--- src/rtl/gpt2_pkg.sv ---
// rtl/gpt2_pkg.sv - shared Q8.8 constants, table selectors and embedding FSM states
package gpt2_pkg;

  localparam logic signed [15:0] Q_MAX = 16'sh7FFF;
  localparam logic signed [15:0] Q_MIN = 16'sh8000;

  localparam logic TBL_TOKEN = 1'b0;
  localparam logic TBL_POS   = 1'b1;

  typedef enum logic [1:0] {
    IDLE,
    READ,
    EMIT
  } emb_state_t;

  // Index width that stays legal for single-entry dimensions.
  function automatic int clog2_min1(input int n);
    return (n > 1) ? $clog2(n) : 1;
  endfunction

endpackage

--- src/rtl/embedding_stream_unit_if.sv ---
// rtl/embedding_stream_unit_if.sv - table load, lookup request and beat stream bundle
interface embedding_stream_unit_if #(
  parameter int ROW_W      = 4,
  parameter int COL_W      = 3,
  parameter int TOK_W      = 4,
  parameter int POS_W      = 3,
  parameter int DATA_WIDTH = 16,
  parameter int LANES      = 2
);
  logic                         load_en;
  logic                         load_sel;
  logic [ROW_W-1:0]             load_row;
  logic [COL_W-1:0]             load_col;
  logic signed [DATA_WIDTH-1:0] load_data;

  logic                         in_valid;
  logic                         in_ready;
  logic [TOK_W-1:0]             token_id;
  logic                         pos_auto;
  logic [POS_W-1:0]             position;
  logic                         seq_clear;

  logic                         out_valid;
  logic                         out_ready;
  logic [LANES*DATA_WIDTH-1:0]  out_data;
  logic                         out_last;
  logic                         out_err;
  logic [POS_W-1:0]             pos_cnt;

  modport master (
    output load_en, load_sel, load_row, load_col, load_data,
    output in_valid, token_id, pos_auto, position, seq_clear, out_ready,
    input  in_ready, out_valid, out_data, out_last, out_err, pos_cnt
  );

  modport slave (
    input  load_en, load_sel, load_row, load_col, load_data,
    input  in_valid, token_id, pos_auto, position, seq_clear, out_ready,
    output in_ready, out_valid, out_data, out_last, out_err, pos_cnt
  );
endinterface

--- src/rtl/sat_add.sv ---
// rtl/sat_add.sv - signed adder with optional clamp to the signed range
module sat_add #(
  parameter int DATA_WIDTH = 16,
  parameter int SATURATE   = 1
) (
  input  logic signed [DATA_WIDTH-1:0] a,
  input  logic signed [DATA_WIDTH-1:0] b,
  output logic signed [DATA_WIDTH-1:0] y
);
  localparam logic signed [DATA_WIDTH-1:0] S_MAX = {1'b0, {(DATA_WIDTH-1){1'b1}}};
  localparam logic signed [DATA_WIDTH-1:0] S_MIN = {1'b1, {(DATA_WIDTH-1){1'b0}}};

  logic signed [DATA_WIDTH:0] sum;

  assign sum = {a[DATA_WIDTH-1], a} + {b[DATA_WIDTH-1], b};

  // Overflow shows as disagreement between the guard bit and the result sign.
  always_comb begin
    y = sum[DATA_WIDTH-1:0];
    if ((SATURATE != 0) && (sum[DATA_WIDTH] != sum[DATA_WIDTH-1]))
      y = sum[DATA_WIDTH] ? S_MIN : S_MAX;
  end
endmodule

--- src/rtl/embedding_stream_unit.sv ---
// rtl/embedding_stream_unit.sv - token+position embedding lookup streamed in LANES-wide beats
module embedding_stream_unit
  import gpt2_pkg::*;
#(
  parameter int VOCAB_SIZE  = 16,
  parameter int MAX_SEQ_LEN = 8,
  parameter int EMBED_DIM   = 8,
  parameter int LANES       = 2,
  parameter int DATA_WIDTH  = 16,
  parameter int SATURATE    = 1
) (
  input logic clk,
  input logic rst,
  embedding_stream_unit_if.slave es
);
  localparam int BEATS  = EMBED_DIM / LANES;
  localparam int BEAT_W = clog2_min1(BEATS);
  localparam int TOK_W  = clog2_min1(VOCAB_SIZE);
  localparam int POS_W  = clog2_min1(MAX_SEQ_LEN);
  localparam int TA_W   = clog2_min1(VOCAB_SIZE * BEATS);
  localparam int PA_W   = clog2_min1(MAX_SEQ_LEN * BEATS);

  emb_state_t                  state_q, state_d;
  logic [BEAT_W-1:0]           beat_q;
  logic [TOK_W-1:0]            tok_q;
  logic [POS_W-1:0]            pos_q, pos_cnt_q, eff_pos;
  logic                        err_q, auto_q, req_err;
  logic                        accept, beat_done, last_beat;
  logic [LANES*DATA_WIDTH-1:0] out_data_q, lane_sum;

  logic                        wr_tok, wr_pos;
  int                          wr_lane;
  logic [TA_W-1:0]             wr_tok_addr, rd_tok_addr;
  logic [PA_W-1:0]             wr_pos_addr, rd_pos_addr;

  // Each lane owns the elements whose column index maps to it, so one beat
  // is a single-address read across all lane memories.
  always_comb begin
    wr_lane     = int'(es.load_col) % LANES;
    wr_tok      = es.load_en && (es.load_sel == TBL_TOKEN) &&
                  (int'(es.load_row) < VOCAB_SIZE) && (int'(es.load_col) < EMBED_DIM);
    wr_pos      = es.load_en && (es.load_sel == TBL_POS) &&
                  (int'(es.load_row) < MAX_SEQ_LEN) && (int'(es.load_col) < EMBED_DIM);
    wr_tok_addr = TA_W'(int'(es.load_row) * BEATS + int'(es.load_col) / LANES);
    wr_pos_addr = PA_W'(int'(es.load_row) * BEATS + int'(es.load_col) / LANES);
    rd_tok_addr = err_q ? '0 : TA_W'(int'(tok_q) * BEATS + int'(beat_q));
    rd_pos_addr = err_q ? '0 : PA_W'(int'(pos_q) * BEATS + int'(beat_q));
  end

  for (genvar k = 0; k < LANES; k++) begin : g_lane
    logic signed [DATA_WIDTH-1:0] tok_mem [VOCAB_SIZE*BEATS];
    logic signed [DATA_WIDTH-1:0] pos_mem [MAX_SEQ_LEN*BEATS];

    always_ff @(posedge clk) begin
      if (wr_tok && (wr_lane == k)) tok_mem[wr_tok_addr] <= es.load_data;
      if (wr_pos && (wr_lane == k)) pos_mem[wr_pos_addr] <= es.load_data;
    end

    sat_add #(.DATA_WIDTH(DATA_WIDTH), .SATURATE(SATURATE)) u_add (
      .a(tok_mem[rd_tok_addr]),
      .b(pos_mem[rd_pos_addr]),
      .y(lane_sum[k*DATA_WIDTH +: DATA_WIDTH])
    );
  end

  assign es.in_ready = (state_q == IDLE) && !rst;
  assign accept      = es.in_valid && es.in_ready;
  assign last_beat   = (beat_q == BEAT_W'(BEATS - 1));
  assign beat_done   = (state_q == EMIT) && es.out_ready;
  assign eff_pos     = es.pos_auto ? (es.seq_clear ? '0 : pos_cnt_q) : es.position;
  assign req_err     = ({1'b0, es.token_id} >= (TOK_W+1)'(VOCAB_SIZE)) ||
                       (!es.pos_auto && ({1'b0, es.position} >= (POS_W+1)'(MAX_SEQ_LEN)));

  always_comb begin
    state_d = state_q;
    case (state_q)
      IDLE:    if (accept) state_d = READ;
      READ:    state_d = EMIT;
      EMIT:    if (es.out_ready) state_d = last_beat ? IDLE : READ;
      default: state_d = IDLE;
    endcase
  end

  always_ff @(posedge clk) begin
    if (rst) begin
      state_q    <= IDLE;
      beat_q     <= '0;
      tok_q      <= '0;
      pos_q      <= '0;
      err_q      <= 1'b0;
      auto_q     <= 1'b0;
      out_data_q <= '0;
      pos_cnt_q  <= '0;
    end else begin
      state_q <= state_d;
      if (accept) begin
        tok_q  <= es.token_id;
        pos_q  <= eff_pos;
        err_q  <= req_err;
        auto_q <= es.pos_auto;
        beat_q <= '0;
      end else if (beat_done && !last_beat) begin
        beat_q <= beat_q + BEAT_W'(1);
      end
      if (state_q == READ) out_data_q <= err_q ? '0 : lane_sum;
      if (es.seq_clear)
        pos_cnt_q <= '0;
      else if (beat_done && last_beat && auto_q)
        pos_cnt_q <= (pos_cnt_q == POS_W'(MAX_SEQ_LEN - 1)) ? '0 : pos_cnt_q + POS_W'(1);
    end
  end

  assign es.out_valid = (state_q == EMIT);
  assign es.out_last  = (state_q == EMIT) && last_beat;
  assign es.out_err   = (state_q == EMIT) && err_q;
  assign es.out_data  = out_data_q;
  assign es.pos_cnt   = pos_cnt_q;
endmodule

--- src/flat_wrapper.sv ---
// flat-port wrapper written by rule: the top's interface ports become plain ports
module embedding_stream_unit_flat import gpt2_pkg::*;
#(
  parameter int VOCAB_SIZE  = 16,
  parameter int MAX_SEQ_LEN = 8,
  parameter int EMBED_DIM   = 8,
  parameter int LANES       = 2,
  parameter int DATA_WIDTH  = 16,
  parameter int SATURATE    = 1
)
  (clk, rst, es_load_en, es_load_sel, es_load_row, es_load_col, es_load_data, es_in_valid, es_token_id, es_pos_auto, es_position, es_seq_clear, es_out_ready, es_in_ready, es_out_valid, es_out_data, es_out_last, es_out_err, es_pos_cnt);
  embedding_stream_unit_if #(.ROW_W(4), .COL_W(3), .TOK_W(4), .POS_W(3), .DATA_WIDTH(DATA_WIDTH), .LANES(LANES)) es_i ();
  input logic clk;
  input logic rst;
  input wire logic [$bits(es_i.load_en)-1:0] es_load_en;
  input wire logic [$bits(es_i.load_sel)-1:0] es_load_sel;
  input wire logic [$bits(es_i.load_row)-1:0] es_load_row;
  input wire logic [$bits(es_i.load_col)-1:0] es_load_col;
  input wire logic [$bits(es_i.load_data)-1:0] es_load_data;
  input wire logic [$bits(es_i.in_valid)-1:0] es_in_valid;
  input wire logic [$bits(es_i.token_id)-1:0] es_token_id;
  input wire logic [$bits(es_i.pos_auto)-1:0] es_pos_auto;
  input wire logic [$bits(es_i.position)-1:0] es_position;
  input wire logic [$bits(es_i.seq_clear)-1:0] es_seq_clear;
  input wire logic [$bits(es_i.out_ready)-1:0] es_out_ready;
  output wire logic [$bits(es_i.in_ready)-1:0] es_in_ready;
  output wire logic [$bits(es_i.out_valid)-1:0] es_out_valid;
  output wire logic [$bits(es_i.out_data)-1:0] es_out_data;
  output wire logic [$bits(es_i.out_last)-1:0] es_out_last;
  output wire logic [$bits(es_i.out_err)-1:0] es_out_err;
  output wire logic [$bits(es_i.pos_cnt)-1:0] es_pos_cnt;
  assign es_i.load_en = es_load_en;
  assign es_i.load_sel = es_load_sel;
  assign es_i.load_row = es_load_row;
  assign es_i.load_col = es_load_col;
  assign es_i.load_data = es_load_data;
  assign es_i.in_valid = es_in_valid;
  assign es_i.token_id = es_token_id;
  assign es_i.pos_auto = es_pos_auto;
  assign es_i.position = es_position;
  assign es_i.seq_clear = es_seq_clear;
  assign es_i.out_ready = es_out_ready;
  assign es_in_ready = es_i.in_ready;
  assign es_out_valid = es_i.out_valid;
  assign es_out_data = es_i.out_data;
  assign es_out_last = es_i.out_last;
  assign es_out_err = es_i.out_err;
  assign es_pos_cnt = es_i.pos_cnt;
  embedding_stream_unit #(.VOCAB_SIZE(VOCAB_SIZE), .MAX_SEQ_LEN(MAX_SEQ_LEN), .EMBED_DIM(EMBED_DIM), .LANES(LANES), .DATA_WIDTH(DATA_WIDTH), .SATURATE(SATURATE)) u_core (.clk(clk), .rst(rst), .es(es_i));
endmodule
--- config.mk ---
export PLATFORM = sky130hd
export DESIGN_NAME = embedding_stream_unit_flat
export DESIGN_NICKNAME = d
export VERILOG_FILES = /design/src/rtl/gpt2_pkg.sv /design/src/rtl/embedding_stream_unit_if.sv /design/src/rtl/sat_add.sv /design/src/rtl/embedding_stream_unit.sv /design/src/flat_wrapper.sv
export SDC_FILE = /design/constraint.sdc
export NUM_CORES = 2
export LEC_CHECK = 0
export ABC_CLOCK_PERIOD_IN_PS = 6890
export BUFFER_PORTS_ARGS = -buffer_cell sky130_fd_sc_hd__buf_2
export CAP_MARGIN = 20
export CORE_ASPECT_RATIO = 0.8
export CORE_MARGIN = 5
export CORE_UTILIZATION = 43
export CTS_CLUSTER_DIAMETER = 40
export DETAILED_ROUTE_END_ITERATION = 10
export PLACE_DENSITY = 0.62
export SYNTH_ARGS = -nofsm -noshare
export SYNTH_HDL_FRONTEND = slang
export SYNTH_SLANG_ARGS = --single-unit
--- constraint.sdc ---
create_clock -name clk -period 6.89 [get_ports clk]
set_input_delay 1.0335 -clock clk [delete_from_list [all_inputs] [get_ports clk]]
set_output_delay 1.0335 -clock clk [all_outputs]
set_load 0.02 [all_outputs]
### Yosys cells after proc, flatten, opt, wreduce, memory -nomap -nowiden

Memories as Yosys holds them, arrays and structs flattened.
Index checks and enable logic that the tools add are counted.

| word-level totals | value |
|---|---|
| bits in registers | 47 |
| memory bits (writable) | 3072 |
| memories | 4 |

Memory list:

| memory | words | bits a word | read ports | clocked after memory_dff | write ports | RTL line | text |
|---|---|---|---|---|---|---|---|
| u_core.g_lane[0].tok_mem | 64 | 16 | 1 | 0 | 1 | embedding_stream_unit.sv:51 | `logic signed [DATA_WIDTH-1:0] tok_mem [VOCAB_SIZE*BEATS];` |
| u_core.g_lane[1].tok_mem | 64 | 16 | 1 | 0 | 1 | embedding_stream_unit.sv:51 |  |
| u_core.g_lane[0].pos_mem | 32 | 16 | 1 | 0 | 1 | embedding_stream_unit.sv:52 | `logic signed [DATA_WIDTH-1:0] pos_mem [MAX_SEQ_LEN*BEATS];` |
| u_core.g_lane[1].pos_mem | 32 | 16 | 1 | 0 | 1 | embedding_stream_unit.sv:52 |  |

| operators by class | value |
|---|---|
| add/subtract/negate cells | 7 |
| order comparisons | 1 |
| equal/unequal tests | 8 |
| muxes and demuxes | 19 |
| bitwise gates (word level) | 1 |
| reduce and logical (&&, ||, !) cells | 21 |

Operators with widths:

| operator | count |
|---|---|
| 16-bit two-way mux | 4 |
| 16-bit by 16-bit adder with 17-bit output | 2 |
| 32-bit zero test | 1 |
| 1-bit logical AND | 14 |
| 6-bit by 2-bit adder with 6-bit output | 2 |
| 1-bit two-way mux | 9 |
| 3-bit two-way mux | 3 |
| 2-bit case mux with 3 select lines | 1 |
| 5-bit by 2-bit adder with 5-bit output | 1 |
| 2-bit == test (second input constant) | 2 |
| 4-bit < comparator (second input constant) | 1 |
| 2-bit two-way mux | 2 |
| 2-bit OR reduction | 2 |
| 3-bit by 1-bit adder with 3-bit output (second input constant) | 1 |
| 3-bit == test (second input constant) | 1 |
| 2-bit by 1-bit adder with 2-bit output (second input constant) | 1 |
| 2-bit by 1-bit == test with 1-bit output (second input constant) | 1 |
| 1-bit zero test | 2 |
| 2-bit zero test | 1 |
| 1-bit inequality test | 2 |
| 2-bit by 1-bit inequality test with 1-bit output (second input constant) | 1 |
| 2-bit inequality test (second input constant) | 1 |
| 2-bit AND reduction | 1 |
| 1-bit inverter | 1 |

### Longest topological paths before layout

| depth | value |
|---|---|
| depth in word-level cells | 5 |
| gate-level depth with buffers | 21 |
| mapped depth without buffers | 15 |

### Cells and area by module

Synthesis repeated with hierarchy kept, for this count alone.

| second synthesis, totals | value |
|---|---|
| cell total of the unflattened synthesis | 5405 |
| area, all modules | 120703.3 um^2 |

Modules (own cells, without submodules):

| module | instances | cells an instance | area each (um^2) | seq. area each (um^2) |
|---|---|---|---|---|
| embedding_stream_unit | 1 | 5105 | 118423.6 | 93189.4 |
| sat_add | 2 | 150 | 1139.8 | 0.0 |

### Worst setup path after synthesis

No wires, ideal clock.

| timing path | value |
|---|---|
| path type | register -> register |
| from | register u_core.beat_q[0] |
| to | register u_core.out_data_q[11], in the netlist u_core.es.out_data[11] |
| setup time | 0.137 ns |
| arrival | 4.739 ns |
| data required time | 6.753 ns |
| setup slack | 2.014 ns |
| stages on the path, launching flop included | 20 |
| path buffers | 6 |
| cells stage by stage | dfxtp_1 > clkbuf_1 > clkbuf_1 > buf_2 > buf_2 > mux4_2 > mux4_2 > mux2_2 > ha_1 > inv_1 > fa_1 > nor2b_1 > o31a_1 > o31ai_1 > o211a_1 > a31o_2 > buf_2 > buf_4 > maj3_1 > a211oi_1 |

| between the ends | value |
|---|---|
| cells in the longest elaborated chain, start to end | 5 |
| elaborated cells on any way between the ends | 8 |

RTL lines:

| item | RTL line | text |
|---|---|---|
| start, declared | embedding_stream_unit.sv:24 | `logic [BEAT_W-1:0] beat_q;` |
| start signal, assigned | embedding_stream_unit.sv:103 | `beat_q <= beat_q + BEAT_W'(1);` |
| 6-bit by 2-bit adder with 6-bit output or 5-bit by 2-bit adder with 5-bit output (tied branches) | embedding_stream_unit.sv:46, embedding_stream_unit.sv:47 |  |
| memory 64 x 16 bit or memory 32 x 16 bit (tied branches) | -- |  |
| 16-bit by 16-bit adder with 17-bit output * | sat_add.sv:15 | `assign sum = {a[DATA_WIDTH-1], a} + {b[DATA_WIDTH-1], b};` |
| 16-bit two-way mux or 1-bit inequality test (tied branches) | sat_add.sv:21, sat_add.sv:20 |  |
| 16-bit two-way mux * | sat_add.sv:20 | `if ((SATURATE != 0) && (sum[DATA_WIDTH] != sum[DATA_WIDTH-1]))` |
| end signal, assigned | embedding_stream_unit.sv:105 | `if (state_q == READ) out_data_q <= err_q ? '0 : lane_sum;` |
| end, declared | embedding_stream_unit.sv:29 | `logic [LANES*DATA_WIDTH-1:0] out_data_q, lane_sum;` |

Mark *: on every way between the ends. The rest lies on a longest branch, timed or not.
A chain may end at the register's enable or synchronous reset.

### Worst setup path after layout

| timing path | value |
|---|---|
| from | register u_core.beat_q[0] |
| to | register u_core.out_data_q[19], in the netlist u_core.es.out_data[19] |

Same word-level chain as after synthesis.

==> summary.txt <==
STA
  • RSZ-0062 raised after global routing: false
  • Worst slew margin relative to its limit: 0.176
  • Accumulated negative setup slack: 0 ns
  • Upper clock frequency limit: approximately 180 MHz
  • Max Slew Vio Count: 0
  • Ratio of final minimum period to clock period: 0.819
  • Maximum clock skew at final layout: ~0.045 ns
  • Hold Violations, Final: 0
  • Minimum period implied by the final worst setup slack: approximately 5.6 ns
  • Worst slew pin tran: around 1.2 ns
  • Number of endpoints failing setup at the final stage: 0

Clock tree
  • Register clock-pin slew on the reported worst setup and hold paths: ~0.060 ns
  • Number of buffers added by the clock tree synthesis step: ~340
  • Clk sink count: 3119
  • Max H-tree Level: 5
  • Clock tree root buffer cell: clkbuf_16
  • Clock insertion delay at the later pin of the skew report: a little under 0.9 ns
  • Post-cts resize count: 0
  • Post-cts hold buffer count: 0
  • CTS tree: built
  • Number of buffers on the longest clock path: 4
  • Buffer count from post-CTS setup fixing: 0

Detailed routing
  • Number of optimization iterations in the first detailed-route pass: 6
  • Average vias per placed instance: 5.96
  • Wire length reported by the detailed router: ~300000 um
  • Post-detailed-route count of antenna-violating nets: 0
  • Via count: between 50000 and 60000
  • DRC violations left: 0
  • Routed WL per cell: 31.9 um
  • Initial drt markers: around 7300

Pwr
  • VDD IR-drop max: roughly 0.19 mV
  • Power per standard cell area: approximately 300 nW/um^2
  • LEAKAGE: around 42 nW

Synth
  • Register bit total from synthesis: 3119
  • Gate count after technology mapping: 5080
  • Most frequently used flop master after synthesis: edfxtp_1
  • Top cells by instance count after synthesis: edfxtp_1 (3072), mux4_2 (980), nor2_1 (251)
  • Seq/Total Area, Yosys: 0.772
  • Count of flip-flops with a built-in enable after synthesis: about 3100
  • Netlist area before placement: between 100000 and 150000 sq um
  • Mean Syn Cell Area: about 24 sq um
  • Cell type with the highest aggregate area in the netlist: edfxtp_1
  • Top-area cell type share of the netlist area: 0.764
  • Warning count from the yosys run: 0
  • Cells taking the most area after synthesis: edfxtp_1 (76%), mux4_2 (18%), nor2_1 (0.78%)
  • Yosys cell types: 60
  • Syn Nets: 5155
  • Share of synthesized flip-flops with an asynchronous set or reset: 0
  • Most frequent cell after synthesis: edfxtp_1

Critical path
  • Cell with the largest stage delay on the worst path: dfxtp_4
  • Element type at the critical path end: register
  • Stage delay of the slowest cell on the critical path: approximately 0.65 ns
  • CP Capture Point: u_core.es.out_data[19]$_SDFFE_PP0N_
  • CP startpoint: u_core.beat_q[0]$_SDFFE_PP0P_
  • Crit path kind: register to register
  • Worst Reg2Reg Path Length in Cells: 15
  • Required time of the critical path: between 7 and 8 ns
  • Destination of the worst register-to-register timing path: u_core.es.out_data[19]$_SDFFE_PP0N_
  • FF-to-FF setup slack: between 1 and 1.5 ns
  • Cells traversed along the worst timing path: buf_12 -> buf_12 -> buf_4 -> mux4_2 -> mux4_2 -> mux2_2 -> ha_1 -> nor2b_1 -> o21ai_0 -> nor3_1 -> nand4_1 -> o21ai_1 -> buf_4 -> maj3_1 -> a211oi_1
  • Data arrival, critical path: 6.36 ns
  • Reg2Reg Launch Point: u_core.beat_q[0]$_SDFFE_PP0P_
  • Maximum fanout count along the critical path: 41
  • CP startpoint kind: register

Worst hold path
  • Hold crit path type: input pin to register

Placed design
  • DP HPWL: approximately 180000 um
  • Placed insts: roughly 9000
  • Final weighted congestion in routability-driven placement: 0.820
  • Total of buffers placed on input and output ports: 75

Global route
  • Number of antenna violations at the first check in global routing: 26
  • Wire length of the first global-routing pass: ~430000 um
  • Maximum number of pins on one net before global-route repair: about 140
  • Via count of the first global-routing pass: about 56000
  • Congestion Overflow GR: 0
  • Global-route usage over all layers: 0.206

Status
  • Run status: complete, no violations

Layout
  • Count of non-filler cells in the finished layout: 9526
  • Area growth from synthesis to layout: 15.5%
  • Fill cell instance count of the final layout: approximately 22000
  • Net count, final: 5625
  • Share of cells above drive strength 1: 0.358

Die
  • Site row count: between 150 and 200
  • Core Region: between 200000 and 300000 sq um
  • Ports: between 70 and 80
  • Area of the die: around 290000 sq um
  • Starting density of the core: 0.431
  • Vert. Die Dim: 484 um
  • Die width: ~600 um

Run
  • Number of violations of the max-capacitance limit: 0
## critical path, delay by kind of cell (launching register included)
kind | cells | cell delay [ns]
mux | 3 | 1.50
flops | 1 | 0.65
simple gates | 3 | 0.55
fa+ha+maj | 2 | 0.53
compound gates | 3 | 0.67
buf+inv | 4 | 1.44
## per-stage QoR
stage          hold slack [ns]  setup slack (ns)  utilization  total power, mW  instance area [sq um]
2_1_floorplan            0.437              2.01            -             22.4                 121000
3_3_place_gp             0.444             0.908        0.455             23.2                 128000
3_5_place_dp             0.451              1.22        0.457             23.2                 128000
4_1_cts                  0.352              1.18        0.497             41.3                 139000
5_1_grt                  0.390             0.881        0.497             42.2                 139000
6_report                 0.413              1.25        0.498             41.0                 139000
## metal layers
| metal | up-vias | track usage | wire length, um |
|---|---|---|---|
| met5 | - | 0 | 40 |
| met4 | 4 | 0.0498 | 7360 |
| met3 | 418 | 0.0419 | 26600 |
| met2 | 2555 | 0.315 | 142000 |
| met1 | 31000 | 0.308 | 128000 |
| li1 | 22800 | - | - |
## how the worst min path moves through the flow
stage,from,slack [ns],cells past startpoint,endpoint
3_3_place_gp,u_core.auto_q$_SDFFE_PP0P_,0.44,2,u_core.auto_q$_SDFFE_PP0P_
2_1_floorplan,u_core.auto_q$_SDFFE_PP0P_,0.44,2,u_core.auto_q$_SDFFE_PP0P_
4_1_cts,es_seq_clear,0.35,2,u_core.es.pos_cnt[2]$_SDFFE_PP0P_
3_5_place_dp,u_core.auto_q$_SDFFE_PP0P_,0.45,2,u_core.auto_q$_SDFFE_PP0P_
6_report,es_seq_clear,0.41,2,u_core.es.pos_cnt[2]$_SDFFE_PP0P_
5_1_grt,es_seq_clear,0.39,2,u_core.es.pos_cnt[1]$_SDFFE_PP0P_
## area by class of cell
| cell class | instances | area, sq um | share of cell area |
|---|---|---|---|
| flip-flops and latches | 3119 | 93200 | 0.669 |
| multi-input cells | 1671 | 26600 | 0.191 |
| clock buffers | 395 | 8840 | 0.0634 |
| well taps | 3696 | 4620 | 0.0332 |
| repair buffers | 403 | 3740 | 0.0268 |
| clock inverters | 215 | 2310 | 0.0166 |
| inverters | 18 | 67.6 | 0.000485 |
| diodes | 9 | 22.5 | 0.000162 |
## flip-flops by register name, indices dropped and copies added, names as in the netlist
name,cells
u_core.beat_q,2
u_core.es.pos_cnt,3
u_core.g_lane.pos_mem,1024
u_core.tok_q,4
u_core.pos_q,3
u_core.g_lane.tok_mem,2048
u_core.state_q,2
u_core.es.out_data,32
u_core.auto_q,1
## cell families (layout without fill, tap and decap cells)
family / Yosys count / in the layout / share of synthesized area
simple gates: 400 / 400 / 0.0137
buf+inv: 290 / 1031 / 0.0103
mux: 1039 / 1039 / 0.188
other cells: 1 / 10 / 0.0000311
fa+ha+maj: 64 / 64 / 0.00620
xor+xnor: 22 / 22 / 0.00160
compound gates: 145 / 145 / 0.00801
flops: 3119 / 3119 / 0.772
## power by group
group / total, mW / internal, mW / switching [mW]
Combinational: 1.82 / 0.671 / 1.15
Clock: 18.1 / 10.5 / 7.62
Sequential: 21.0 / 20.9 / 0.0950
## cells in the final DEF, fill, tap and decap left out, types with 7 or more instances in the layout
| cell type | n |
|---|---|
| nor2b_1 | 10 |
| edfxtp_1 | 3072 |
| ha_1 | 35 |
| o21ai_0 | 34 |
| mux4_2 | 980 |
| buf_12 | 34 |
| nor2_1 | 139 |
| xnor2_1 | 11 |
| nor3_1 | 15 |
| clkinv_4 | 20 |
| buf_8 | 28 |
| diode_2 | 9 |
| nand2_1 | 81 |
| buf_6 | 17 |
| buf_4 | 257 |
| mux2_2 | 42 |
| a211oi_1 | 35 |
| clkinv_2 | 36 |
| o21a_1 | 8 |
| buf_2 | 59 |
| inv_1 | 17 |
| dfxtp_1 | 38 |
| inv_6 | 43 |
| clkbuf_16 | 343 |
| clkbuf_1 | 46 |
| inv_8 | 19 |
| and2_1 | 7 |
| mux2i_1 | 17 |
| bufinv_16 | 31 |
| nor2_2 | 112 |
| dfxtp_4 | 7 |
| xor2_1 | 11 |
| clkinv_1 | 36 |
| buf_16 | 8 |
| a21oi_1 | 26 |
| maj3_1 | 27 |
| clkinvlp_4 | 22 |
Power figures use the tool's default switching activity.
